===== src/rtl/apb_timer_pkg.sv =====
`default_nettype none
// ============================================================================
// Module   : apb_timer_pkg
// Brief    : Register map, CTRL/STATUS bit positions and handshake states
//            shared by the APB timer and its counting core.
// Revision : 1.0 - initial release
// ============================================================================
package apb_timer_pkg;

    // Word index into the register window (byte offset = index * 4)
    localparam logic [2:0] IDX_CTRL   = 3'd0;  // 0x00
    localparam logic [2:0] IDX_TCNT   = 3'd1;  // 0x04
    localparam logic [2:0] IDX_PSC    = 3'd2;  // 0x08
    localparam logic [2:0] IDX_ARR    = 3'd3;  // 0x0C
    localparam logic [2:0] IDX_STATUS = 3'd4;  // 0x10

    localparam int CTRL_EN     = 0;
    localparam int CTRL_CLR    = 1;
    localparam int CTRL_INT_EN = 2;
    localparam int STATUS_UIF  = 0;

    typedef enum logic {
        W1 = 1'b0,
        W2 = 1'b1
    } hs_state_e;

endpackage
`default_nettype wire


===== src/rtl/timer_core.sv =====
`default_nettype none
// ============================================================================
// Module   : timer_core
// Brief    : Prescaled up-counter with auto-reload and sticky update flag.
// Revision : 1.0 - initial release
// ============================================================================
module timer_core
    import apb_timer_pkg::*;
#(
    parameter int CNT_W = 32
) (
    input  logic             clk_i,
    input  logic             rst_i,
    input  logic             en_i,
    input  logic             clr_i,
    input  logic [CNT_W-1:0] psc_i,
    input  logic [CNT_W-1:0] arr_i,
    input  logic             uif_clr_i,
    output logic [CNT_W-1:0] tcnt_o,
    output logic             uif_o
);

    logic [CNT_W-1:0] pcnt_q, pcnt_d;
    logic [CNT_W-1:0] tcnt_q, tcnt_d;
    logic             uif_q, uif_d;
    logic             tick;
    logic             wrap;

    always_ff @(posedge clk_i or posedge rst_i) begin
        if (rst_i) begin
            pcnt_q <= '0;
            tcnt_q <= '0;
            uif_q  <= 1'b0;
        end else begin
            pcnt_q <= pcnt_d;
            tcnt_q <= tcnt_d;
            uif_q  <= uif_d;
        end
    end

    // >= rather than == so a PSC/ARR reduced below the live count wraps at once
    always_comb begin
        pcnt_d = pcnt_q;
        tcnt_d = tcnt_q;
        uif_d  = uif_q;
        tick   = 1'b0;
        wrap   = 1'b0;
        if (clr_i) begin
            pcnt_d = '0;
            tcnt_d = '0;
        end else if (en_i) begin
            if (pcnt_q >= psc_i) begin
                pcnt_d = '0;
                tick   = 1'b1;
            end else begin
                pcnt_d = pcnt_q + CNT_W'(1);
            end
            if (tick) begin
                if (tcnt_q >= arr_i) begin
                    tcnt_d = '0;
                    wrap   = 1'b1;
                end else begin
                    tcnt_d = tcnt_q + CNT_W'(1);
                end
            end
        end
        // A set in the same cycle as a W1C wins
        if (wrap) begin
            uif_d = 1'b1;
        end else if (uif_clr_i) begin
            uif_d = 1'b0;
        end
    end

    assign tcnt_o = tcnt_q;
    assign uif_o  = uif_q;

endmodule
`default_nettype wire


===== src/rtl/apb_timer.sv =====
`default_nettype none
// ============================================================================
// Module   : apb_timer
// Brief    : APB slave timer with one wait state per transfer, register file,
//            read mux and level interrupt.
// Revision : 1.0 - initial release
// ============================================================================
module apb_timer
    import apb_timer_pkg::*;
#(
    parameter int CNT_W = 32
) (
    input  logic        PCLK,
    input  logic        PRESET,
    input  logic [31:0] PADDR,
    input  logic [31:0] PWDATA,
    input  logic        PWRITE,
    input  logic        PENABLE,
    input  logic        PSEL,
    output logic [31:0] PRDATA,
    output logic        PREADY,
    output logic        irq
);

    hs_state_e        state_q, state_d;
    logic [31:0]      prdata_q, prdata_d;
    logic             en_q, en_d;
    logic             int_en_q, int_en_d;
    logic [CNT_W-1:0] psc_q, psc_d;
    logic [CNT_W-1:0] arr_q, arr_d;

    logic [2:0]       addr_idx;
    logic             wr_commit;
    logic             clr_pulse;
    logic             uif_clr;
    logic [31:0]      rd_mux;
    logic [CNT_W-1:0] tcnt;
    logic             uif;
    logic             unused_bits;

    assign addr_idx    = PADDR[4:2];
    assign unused_bits = ^{PADDR[31:5], PADDR[1:0], PWDATA};

    always_ff @(posedge PCLK or posedge PRESET) begin
        if (PRESET) begin
            state_q  <= W1;
            prdata_q <= '0;
            en_q     <= 1'b0;
            int_en_q <= 1'b0;
            psc_q    <= '0;
            arr_q    <= '0;
        end else begin
            state_q  <= state_d;
            prdata_q <= prdata_d;
            en_q     <= en_d;
            int_en_q <= int_en_d;
            psc_q    <= psc_d;
            arr_q    <= arr_d;
        end
    end

    // Read data is captured on the W1 edge and presented during W2
    always_comb begin
        state_d   = state_q;
        prdata_d  = prdata_q;
        wr_commit = 1'b0;
        case (state_q)
            W1: begin
                if (PSEL && PENABLE) begin
                    state_d  = W2;
                    prdata_d = rd_mux;
                end
            end
            W2: begin
                state_d   = W1;
                wr_commit = PSEL && PENABLE && PWRITE;
            end
            default: state_d = W1;
        endcase
    end

    always_comb begin
        en_d      = en_q;
        int_en_d  = int_en_q;
        psc_d     = psc_q;
        arr_d     = arr_q;
        clr_pulse = 1'b0;
        uif_clr   = 1'b0;
        if (wr_commit) begin
            case (addr_idx)
                IDX_CTRL: begin
                    en_d      = PWDATA[CTRL_EN];
                    int_en_d  = PWDATA[CTRL_INT_EN];
                    clr_pulse = PWDATA[CTRL_CLR];
                end
                IDX_PSC:    psc_d   = PWDATA[CNT_W-1:0];
                IDX_ARR:    arr_d   = PWDATA[CNT_W-1:0];
                IDX_STATUS: uif_clr = PWDATA[STATUS_UIF];
                default: ;
            endcase
        end
    end

    always_comb begin
        rd_mux = '0;
        case (addr_idx)
            IDX_CTRL: begin
                rd_mux[CTRL_EN]     = en_q;
                rd_mux[CTRL_INT_EN] = int_en_q;
            end
            IDX_TCNT:   rd_mux[CNT_W-1:0] = tcnt;
            IDX_PSC:    rd_mux[CNT_W-1:0] = psc_q;
            IDX_ARR:    rd_mux[CNT_W-1:0] = arr_q;
            IDX_STATUS: rd_mux[STATUS_UIF] = uif;
            default: ;
        endcase
    end

    timer_core #(
        .CNT_W (CNT_W)
    ) u_core (
        .clk_i     (PCLK),
        .rst_i     (PRESET),
        .en_i      (en_q),
        .clr_i     (clr_pulse),
        .psc_i     (psc_q),
        .arr_i     (arr_q),
        .uif_clr_i (uif_clr),
        .tcnt_o    (tcnt),
        .uif_o     (uif)
    );

    assign PRDATA = prdata_q;
    assign PREADY = (state_q == W2);
    assign irq    = uif & int_en_q;

endmodule
`default_nettype wire


===== config.mk =====
export PLATFORM = sky130hd
export DESIGN_NAME = apb_timer
export DESIGN_NICKNAME = d
export VERILOG_FILES = /design/src/rtl/apb_timer_pkg.sv /design/src/rtl/timer_core.sv /design/src/rtl/apb_timer.sv
export SDC_FILE = /design/constraint.sdc
export NUM_CORES = 1
export LEC_CHECK = 0
export BUFFER_PORTS_ARGS = -buffer_cell sky130_fd_sc_hd__buf_2
export CAP_MARGIN = 10
export CORE_MARGIN = 4
export CORE_UTILIZATION = 30
export DETAILED_ROUTE_END_ITERATION = 6
export HOLD_SLACK_MARGIN = 0.02
export PLACE_DENSITY_LB_ADDON = 0.3
export SLEW_MARGIN = 20
export SYNTH_ARGS = -nofsm -noshare
export SYNTH_HDL_FRONTEND = slang
export SYNTH_SLANG_ARGS = --single-unit

===== constraint.sdc =====
create_clock -name PCLK -period 6.3 [get_ports PCLK]
set_input_delay 0.63 -clock PCLK [delete_from_list [all_inputs] [get_ports PCLK]]
set_output_delay 0.63 -clock PCLK [all_outputs]
set_load 0.02 [all_outputs]

==> out/metrics.yaml, run 1 <==
die_height_microns: 184
antenna_diode_count: 0
post_drt_via_cell_ratio: 5.16
setup_repair_after_global_routing_missed_its_margin: "false"
critPathLaunchType: "register"
hold_class: "in -> async"
worst_setup_hold_path_clk_slew_ns: 0.06
max_cap_violations: 0
ys_types: 62
crit_required_ns: 6.64
hold_viol: 0
async_reset_ff_share_pct: 100
floorplan.initialDensity_pct: 30.4
post_dp_cell_area_sq_um: 10000
dr_total_vias: 7689
area_growth_syn_to_layout_pct: 14.5
clockRootBuffer: "clkbuf_16"
synth_ff_type: "dfrtp_1"
pre_cts_slack_ns: 2.99
weighted_congestion_reported_at_the_end_of_routability_driven_placement: 0.787
total_wire_length_after_detailed_routing_microns: 25700
synth_area_leader_cell: "dfrtp_1"
ctsHoldBuffers: 0
number_of_global_route_vias_before_repair: 7458
synth-seq-area-share_pct: 44.2
grt_pass1_wl_microns: 41300
first_pass_detailed_route_iteration_total: 5
run_status: "completed"
postCtsSetupBuffers: 0
setup-violations-final: 0
layout.filler_cells: 3192
clock_path_buffers: 2
critPathMaxFanout: 35
global_route.usage.total_pct: 15.4
footprint_of_the_multi_input_gates_sq_um: 4710
leakage_dissipation_nw: 4.97
layout-drive-gt1-share_pct: 14.8
num-nets-final: 1220
fp-row-count: 64
finalSetupTns_ns: 0
remaining_drc_errors: 0
mostFrequentLayoutCell: "dfrtp_1"
synth.net_count: 1169
numPortBuffers: 73
total_standard_cell_area_after_synthesis_sq_um: 9290
final_period_minus_worst_setup_slack_ns: 3.10
max_freq_ghz: 0.323
max-slew-margin-rel_pct: 34.6
synth-seq-cells: 164
wl_per_cell_microns: 17.3
postRouteAntennaNets: 0
post-layout-total-power_w: 0.00280
power_frac_comb_pct: 16.9
ys.warnings.count: 0
internal-power_w: 0.00200
power_density_nw_per_um2: 263
synth_edf_count: 0
clk_latency_ns: 0.43
final-max-slew-violation-count: 0
timing.final.crit_share_pct: 49.2
switchingPower_w: 0.000800
dieWidth_microns: 184
post_synth.cell_area_avg_sq_um: 8.98
cp_data_arrival_time_ns: 3.44
ios: 103
post-route-cell-area_sq_um: 10600
grt_remaining_overflow: 0
tritoncts: "built"
peakVddDrop_uv: 166
detailedPlacementHpwl_microns: 18200
netlist.area_leader.share_pct: 44.2
cts_h_tree_depth: 4
dieArea_sq_um: 33800
setup.worst_path.end_class: "register"
netlist_instances: 1034
clock_skew_ns: 0.00821
synthTopCellsByArea: "dfrtp_1 44%, ha_1 8.9%, nand2_1 6.6%"
drt_first_iter_violations: 522
tightest_slew_ns: 0.980
tritoncts_num_sinks: 164
timing.setup.critical_path_class: "reg -> reg"
core-area_sq_um: 30600
commonest_cells_after_routing_fill_and_taps_aside: "164 x dfrtp_1, 163 x nand2_1, 119 x o21ai_0"
cts_resized: 0
seqCellArea_sq_um: 4100
initial_antenna_violation_count: 0
fin_ws_ns: 3.20
maximum_number_of_pins_on_one_net_before_global_route_repair: 103
power_switching_share_pct: 28.6
clkPwrFrac_pct: 38.7
cts_made_buffers: 17
sequentialPowerShare_pct: 44.4
[layout make-up]
class | instances | area share (%)
Multi-Input combinational cell | 744 | 44.3
Clock buffer | 19 | 4.16
Clock inverter | 10 | 1.49
Inverter | 75 | 2.69
Tap cell | 396 | 4.66
Timing Repair Buffer | 83 | 4.14
Sequential cell | 164 | 38.6
[sequential cells by signal (all words and copies together), names as in the netlist]
name           count
PRDATA            32
PREADY             1
arr_q             32
en_q               1
int_en_q           1
psc_q             32
u_core.pcnt_q     32
u_core.tcnt_o     32
u_core.uif_o       1
[worst paths after layout]
kind,startpoint,endpoint,slack [ns],depth (start not counted)
hold / removal,PRESET,arr_q[4]$_DFFE_PP0P_,0.42,2
setup reg to reg,u_core.pcnt_q[0]$_DFFE_PP0P_,u_core.tcnt_o[1]$_DFFE_PP0P_,3.20,10
setup / recovery,u_core.pcnt_q[0]$_DFFE_PP0P_,u_core.tcnt_o[1]$_DFFE_PP0P_,3.20,10
max in group asynchronous,PRESET,u_core.pcnt_q[24]$_DFFE_PP0P_,4.43,3
min in group PCLK,PWDATA[3],psc_q[3]$_DFFE_PP0P_,0.42,3
hold reg to reg,PRDATA[1]$_DFFE_PP0P_,PRDATA[1]$_DFFE_PP0P_,0.48,2
[layer usage]
layer	global-route usage (%)	share of wire [%]	vias up	wire, microns
met4	4.79	1.9	0	497
met2	24.9	48	138	12300
met3	2.87	3.5	30	892
met5	0	0	-	0
li1	-	-	3761	-
met1	21.1	47	3760	12000
[worst max-delay path, stage by stage, from the launching register on]
cell and delay [ns]:
dfrtp_1 0.39, inv_1 0.09, ha_1 0.26, or3b_1 0.35, o2111ai_1 0.10, a2111o_1 0.15, o211ai_1 0.20, a31oi_2 0.26
buf_4 0.40, nand2_2 0.47, o22ai_1 0.32
[through the flow]
step / utilization, % / hold WS, ns / instances
2_1_floorplan: - / 0.488 / 1034
3_3_place_gp: 32.8 / 0.463 / 1462
3_5_place_dp: 32.8 / 0.469 / 1462
4_1_cts: 34.8 / 0.399 / 1491
5_1_grt: 34.8 / 0.411 / 1491
6_report: 34.8 / 0.421 / 1491
[logic make-up (layout without fill, tap and decap cells)]
family          count (synthesis)  count (layout)  synth area share [%]
xor+xnor                       29              29                  2.73
mux                            34              34                  4.22
simple gates                  361             361                  18.2
buf+inv                       126             187                  5.31
fa+ha+maj                      66              66                  8.89
compound gates                254             254                  16.4
flops                         164             164                  44.2
[power by group through the flow]
| stage | clock, W | sequential (W) | combinational [W] |
|---|---|---|---|
| after CTS | 0.00111 | 0.00124 | 0.000479 |
| after floorplan | 0 | 0.00127 | 0.000300 |
| after global routing | 0.00116 | 0.00126 | 0.000535 |
| after detailed placement | 0 | 0.00126 | 0.000477 |
| after global placement | 0 | 0.00126 | 0.000470 |
| final | 0.00108 | 0.00124 | 0.000472 |
[synthesized netlist by cell type, types with 2 or more instances]
library cell and number:
and2_1 3, buf_1 5, dfrtp_1 164, nand2b_1 2
or4_1 6, mux2i_1 2, a2bb2oi_1 3, and4_1 7
nand3_1 45, o2111ai_1 4, nor3_2 2, a211oi_1 5
a22oi_1 30, ha_1 66, nand3b_1 4, a311oi_1 2
o31ai_1 2, nand2_1 164, or3_1 9, o21a_1 3
clkbuf_1 39, and3_1 7, a21o_1 7, a31o_2 4
xor2_1 20, a221oi_1 2, nor3_1 19, nor2_1 54
or2_2 2, nor4_1 3, mux2_2 31, buf_4 2
o21ai_1 2, nand4_1 25, a31oi_1 8, nor2b_1 2
o22ai_1 11, buf_2 4, xnor2_1 9, o21ai_0 119
inv_1 75, a21oi_1 41
Power figures use the tool's default switching activity.
==> inputs of run 2 (changes only) <==
==> constraint.sdc (replaced) <==
create_clock -name PCLK -period 2.9 [get_ports PCLK]
set_input_delay 0.29 -clock PCLK [delete_from_list [all_inputs] [get_ports PCLK]]
set_output_delay 0.29 -clock PCLK [all_outputs]
set_load 0.02 [all_outputs]
==> out/metrics.yaml, run 2 (synthesis gave the netlist of run 1 again) <==
leakage_dissipation_nw: 5.20  # +4.6%
grt_pass1_wl_microns: 44000  # +6.4%
initial_antenna_violation_count: 0  # unchanged
max-slew-margin-rel_pct: 47.5  # +13 points
timing.setup.critical_path_class: "reg -> reg"
final_period_minus_worst_setup_slack_ns: 2.76  # -0.337 ns
core-area_sq_um: 30600  # unchanged
cts_h_tree_depth: 4  # unchanged
die_height_microns: 184  # unchanged
worstRegToRegCells: 10  # unchanged
tightest_slew_ns: 0.785  # -0.195 ns
global_route.usage.total_pct: 16.4  # +1.0 points
dr_total_vias: 7869  # +2.3%
layout.filler_cells: 3151  # -1.3%
max_cap_violations: 0  # unchanged
clockRootBuffer: "clkbuf_16"
critPathLaunchType: "register"
drt_first_iter_violations: 536  # +2.7%
clk_latency_ns: 0.43  # about the same
run_status: "completed"
post-layout-total-power_w: 0.00599  # +110%
crit_required_ns: 3.25  # -3.39 ns
grt_util_met1_pct: 23.5  # +2.3 points
ios: 103  # unchanged
grt.met3_usage_pct: 2.35  # -0.51 points
hold_path.startpoint: "PWDATA[22]"
num-nets-final: 1264  # +3.6%
wl_per_cell_microns: 17.7  # +2.3%
min_delay_path_depth: 3
detailedPlacementHpwl_microns: 19600  # +7.3%
dieArea_sq_um: 33800  # unchanged
fp-row-count: 64  # unchanged
worst_setup_hold_path_clk_slew_ns: 0.07  # about the same
final-max-slew-violation-count: 0  # unchanged
layout-drive-gt1-share_pct: 18.3  # +3.5 points
floorplan.initialDensity_pct: 30.4  # unchanged
number_of_global_route_vias_before_repair: 7697  # +3.2%
max_freq_ghz: 0.362  # +12%
cts_made_buffers: 17  # unchanged
globalRoute.busiestLayer: "met2"
remaining_drc_errors: 0  # unchanged
regToRegStartpoint: "psc_q[30]$_DFFE_PP0P_"
area_growth_syn_to_layout_pct: 18.9
timing.critical_path.from: "psc_q[30]$_DFFE_PP0P_"
first_pass_detailed_route_iteration_total: 5  # unchanged
tritoncts_num_sinks: 164  # unchanged
setup.worst_path.end_class: "register"
power_density_nw_per_um2: 543  # +110%
maximum_number_of_pins_on_one_net_before_global_route_repair: 58  # -44%
setup-violations-final: 0  # unchanged
antenna_diode_count: 0  # unchanged
hold_viol: 0  # unchanged
critPathMaxFanout: 35  # unchanged
finalSetupTns_ns: 0  # unchanged
critical_path.reg2reg.endpoint: "u_core.tcnt_o[31]$_DFFE_PP0P_"
timing.final.crit_share_pct: 95.2  # +46 points
hold_path_end: "psc_q[22]$_DFFE_PP0P_"
setup_repair_after_global_routing_missed_its_margin: "false"
hold_class: "in -> reg"
commonest_cells_after_routing_fill_and_taps_aside: "164 x dfrtp_1, 164 x nand2_1, 119 x o21ai_0"
dieWidth_microns: 184  # unchanged
peakVddDrop_uv: 309  # +86%
weighted_congestion_reported_at_the_end_of_routability_driven_placement: 0.810  # +2.9%
total_wire_length_after_detailed_routing_microns: 27200  # +5.5%
cp_data_arrival_time_ns: 3.11  # -0.33 ns
tritoncts: "built"
numPortBuffers: 73  # unchanged
clock_path_buffers: 2  # unchanged
grtUsageMet2_pct: 26.1  # +1.2 points
grt_remaining_overflow: 0  # unchanged
postRouteAntennaNets: 0  # unchanged
reg2reg_slack_ns: 0.14  # -3.06 ns
post_drt_via_cell_ratio: 5.12  # -0.79%
clock_skew_ns: 0.00892  # +0.000704 ns
## run 2: changes by cell type in the layout (fill, tap and decap cells not counted), moves of 3 or more
cell,delta
buf_4,+35
bufinv_16,-3
buf_12,+7
clkinv_4,+3
## run 2: layout make-up
type,count,area [sq um],share of cell area [%]
well taps,396,495,4.49
multi-input cells,744,4730,42.8
flip-flops and latches,164,4100,37.2
clock buffers,21,460,4.17
inverters,75,285,2.58
repair buffers,127,865,7.83
clock inverters,11,104,0.941
## run 2: metrics by stage
step	area (sq um)	instances	util, %	hold slack (ns)	worst slack (ns)
6_report	11000	1538	36.1	0.0954	0.139
5_1_grt	11000	1538	36.1	0.0841	0.0134
4_1_cts	11000	1537	36.0	0.0694	0.0351
3_5_place_dp	10400	1504	34.1	0.464	0.0665
3_3_place_gp	10400	1504	34.1	0.462	0.0970
2_1_floorplan	9290	1034	-	0.407	0.387
## run 2: power breakdown
| group | switching [W] | internal (W) |
|---|---|---|
| Sequential | 0.000166 | 0.00251 |
| Clock | 0.000973 | 0.00123 |
| Combinational | 0.000683 | 0.000432 |
## run 2: what timing repair did
item,CTS,global route
endpoints found under the hold margin,25,0
endpoints found under the setup margin,0,45
setup buffers,0,1
hold buffers,1,0
resized for setup,0,5
## run 2: critical path: stages (launching register included)
cell and delay, ns:
dfrtp_1 0.35, inv_1 0.10, ha_1 0.33, nand4_1 0.23, nor3_1 0.25, a211oi_1 0.14, o22ai_1 0.29, a31oi_2 0.09
buf_12 0.20, or4_1 0.50, a31oi_1 0.19
## run 2: metal layers
layer / vias up / routed length (microns) / part of all wire, %
met2: 145 / 13000 / 48
met5: - / 0 / 0
li1: 3852 / - / -
met4: 0 / 449 / 1.7
met1: 3849 / 12800 / 47
met3: 23 / 827 / 3.0
## run 2: worst max path at each step
stage                                                to  slack (ns)  cells past startpoint
final                     u_core.tcnt_o[31]$_DFFE_PP0P_        0.14                     10
after global routing      u_core.tcnt_o[31]$_DFFE_PP0P_        0.01                     10
after CTS                 u_core.pcnt_q[26]$_DFFE_PP0P_        0.04                     11
after detailed placement  u_core.pcnt_q[21]$_DFFE_PP0P_        0.07                     10
after global placement    u_core.pcnt_q[24]$_DFFE_PP0P_         0.1                     10
after floorplan           u_core.tcnt_o[14]$_DFFE_PP0P_        0.39                     10
==> inputs of run 3 (changes only) <==
--- a/config.mk
+++ b/config.mk
@@ -12,6 +12,7 @@
 export DETAILED_ROUTE_END_ITERATION = 6
 export HOLD_SLACK_MARGIN = 0.02
 export PLACE_DENSITY_LB_ADDON = 0.3
+export RECOVER_POWER = 100
 export SLEW_MARGIN = 20
 export SYNTH_ARGS = -nofsm -noshare
 export SYNTH_HDL_FRONTEND = slang
==> out/metrics.yaml, run 3 (synthesis gave the netlist of run 1 again) <==
tightest_slew_ns: 1.87  # +1.09 ns
cts_h_tree_depth: 4  # unchanged
initial_antenna_violation_count: 0  # unchanged
hold_class: "in -> reg"
number_of_global_route_vias_before_repair: 7697  # unchanged
hold_path.startpoint: "PWDATA[22]"
setup_repair_after_global_routing_missed_its_margin: "false"
clkPwrFrac_pct: 37.0  # +0.2 points
die_height_microns: 184  # unchanged
violations: "capacitance limit, slew limit"
tritoncts_num_sinks: 164  # unchanged
worst_setup_hold_path_clk_slew_ns: 0.07  # about the same
power_density_nw_per_um2: 547  # +0.80%
commonest_cells_after_routing_fill_and_taps_aside: "164 x dfrtp_1, 164 x nand2_1, 119 x o21ai_0"
run_status: "finished with violations"
reg2reg_slack_ns: 0.13  # about the same
hold_viol: 0  # unchanged
clock_path_buffers: 2  # unchanged
dr_total_vias: 7964  # +1.2%
sequentialPowerShare_pct: 44.8  # about the same
layout-drive-gt1-share_pct: 14.6  # -3.7 points
critical_path.reg2reg.endpoint: "u_core.pcnt_q[15]$_DFFE_PP0P_"
global_route.usage.total_pct: 16.4  # unchanged
setup.worst_path.end_class: "register"
remaining_drc_errors: 0  # unchanged
fin_worst_hold_slack_ns: 0.0904  # -0.00500 ns
area_growth_syn_to_layout_pct: 17.7
fp-row-count: 64  # unchanged
switchingPower_w: 0.00183  # +0.68%
critPathMaxFanout: 35  # unchanged
maximum_number_of_pins_on_one_net_before_global_route_repair: 58  # unchanged
drt_first_iter_violations: 491  # -8.4%
total_wire_length_after_detailed_routing_microns: 27200  # +0.18%
timing.critical_path.from: "psc_q[30]$_DFFE_PP0P_"
dieWidth_microns: 184  # unchanged
clk_latency_ns: 0.44  # about the same
grt_remaining_overflow: 0  # unchanged
max_cap_violations: 2  # +2
leakage_dissipation_nw: 5.04  # -3.1%
core-area_sq_um: 30600  # unchanged
cp_data_arrival_time_ns: 3.13  # +0.02 ns
finalSetupTns_ns: 0  # unchanged
power_switching_share_pct: 30.6  # +0.25 points
max-slew-margin-rel_pct: -24.9  # -72 points
grt_pass1_wl_microns: 44000  # unchanged
critPathLaunchType: "register"
finish.cell_count_without_fillers: 1538  # unchanged
final_period_minus_worst_setup_slack_ns: 2.77  # +0.00589 ns
ios: 103  # unchanged
tritoncts: "built"
floorplan.initialDensity_pct: 30.4  # unchanged
timing.setup.critical_path_class: "reg -> reg"
max_freq_ghz: 0.361  # -0.21%
wl_per_cell_microns: 17.7  # +0.18%
peakVddDrop_uv: 310  # +0.29%
first_pass_detailed_route_iteration_total: 6  # +1
final-max-slew-violation-count: 36  # +36
num-nets-final: 1264  # unchanged
numPortBuffers: 73  # unchanged
setup-violations-final: 0  # unchanged
postRouteAntennaNets: 0  # unchanged
detailedPlacementHpwl_microns: 19600  # unchanged
crit_required_ns: 3.26  # about the same
worstRegToRegCells: 11  # +1
internal-power_w: 0.00415  # -0.52%
clockRootBuffer: "clkbuf_16"
dieArea_sq_um: 33800  # unchanged
clock_skew_ns: 0.0136  # +0.00470 ns
critical_path.endpoint: "u_core.pcnt_q[15]$_DFFE_PP0P_"
dp_cells: 1504  # unchanged
antenna_diode_count: 0  # unchanged
post_drt_via_cell_ratio: 5.18  # +1.2%
weighted_congestion_reported_at_the_end_of_routability_driven_placement: 0.810  # unchanged
timing.final.crit_share_pct: 95.4  # +0.20 points
power_frac_comb_pct: 18.2  # -0.4 points
cts_made_buffers: 17  # unchanged
regToRegStartpoint: "psc_q[30]$_DFFE_PP0P_"
==> run 3: cell count changes in the layout (fill, tap and decap cells not counted) <==
| cell | change |
|---|---|
| clkinvlp_2 | +1 |
| buf_12 | -2 |
| clkinvlp_4 | -1 |
| nor3_1 | +1 |
| buf_4 | -5 |
| a21oi_2 | -1 |
| nor3b_1 | +1 |
| buf_2 | -35 |
| nor3b_2 | -1 |
| a21oi_1 | +1 |
| clkbuf_1 | +39 |
| nor3_2 | -1 |
| clkbuf_2 | +2 |
| clkbuf_4 | +1 |
==> run 3: power by group through the flow <==
stage	Sequential [W]	Combinational [W]	Clock (W)
finish	0.00268	0.00109	0.00222
global route	0.00271	0.00124	0.00234
CTS	0.00267	0.00113	0.00226
detailed placement	0.00271	0.00112	0
global placement	0.00271	0.00110	0
floorplan	0.00275	0.000651	0
==> run 3: what timing repair did <==
action / 4_1_cts / 5_1_grt
hold endpoints to repair: 25 / 0
buffers inserted: 0 / 1
hold buffers: 1 / 0
resized for setup: 0 / 5
endpoints found under the setup margin: 0 / 45
==> run 3: worst min path at each step <==
| stage | to | slack, ns | cells after the start |
|---|---|---|---|
| global route | psc_q[31]$_DFFE_PP0P_ | 0.08 | 3 |
| floorplan | arr_q[10]$_DFFE_PP0P_ | 0.41 | 2 |
| global placement | PRDATA[12]$_DFFE_PP0P_ | 0.46 | 2 |
| finish | psc_q[22]$_DFFE_PP0P_ | 0.09 | 3 |
| detailed placement | arr_q[6]$_DFFE_PP0P_ | 0.46 | 2 |
| CTS | psc_q[22]$_DFFE_PP0P_ | 0.07 | 3 |
==> run 3: routing by layer <==
layer,wire length (microns),global-route usage (%),vias up,share of wire (%)
li1,-,-,3848,-
met1,12800,23.5,3907,47
met2,13000,26.1,184,48
met3,899,2.35,25,3.3
met4,459,4.76,0,1.7
met5,0,0,-,0
==> run 3: cell type report <==
cell class | instances | area [sq um]
Multi-Input combinational cell | 744 | 4710
Clock buffer | 21 | 460
Timing Repair Buffer | 127 | 776
Clock inverter | 11 | 104
Sequential cell | 164 | 4100
Fill cell | 3174 | 19700
Tap cell | 396 | 495
Inverter | 75 | 283
==> run 3: worst max-delay path, stage by stage, from the launching register on <==
cell and delay (ns):
dfrtp_1 0.38, inv_1 0.14, ha_1 0.28, nand4_1 0.20
nor3_1 0.09, a211oi_1 0.44, o22ai_1 0.20, a31oi_2 0.23
buf_12 0.23, nand2_1 0.13, buf_6 0.21, nor2_1 0.14
==> run 3: through the flow <==
step                area, sq um  util [%]  setup WS, ns  power [W]
finish                    10900      35.7         0.133    0.00598
global route              10900      35.7        0.0134    0.00629
CTS                       11000      36.0        0.0351    0.00605
detailed placement        10400      34.1        0.0665    0.00383
global placement          10400      34.1        0.0970    0.00380
floorplan                  9290         -         0.387    0.00341
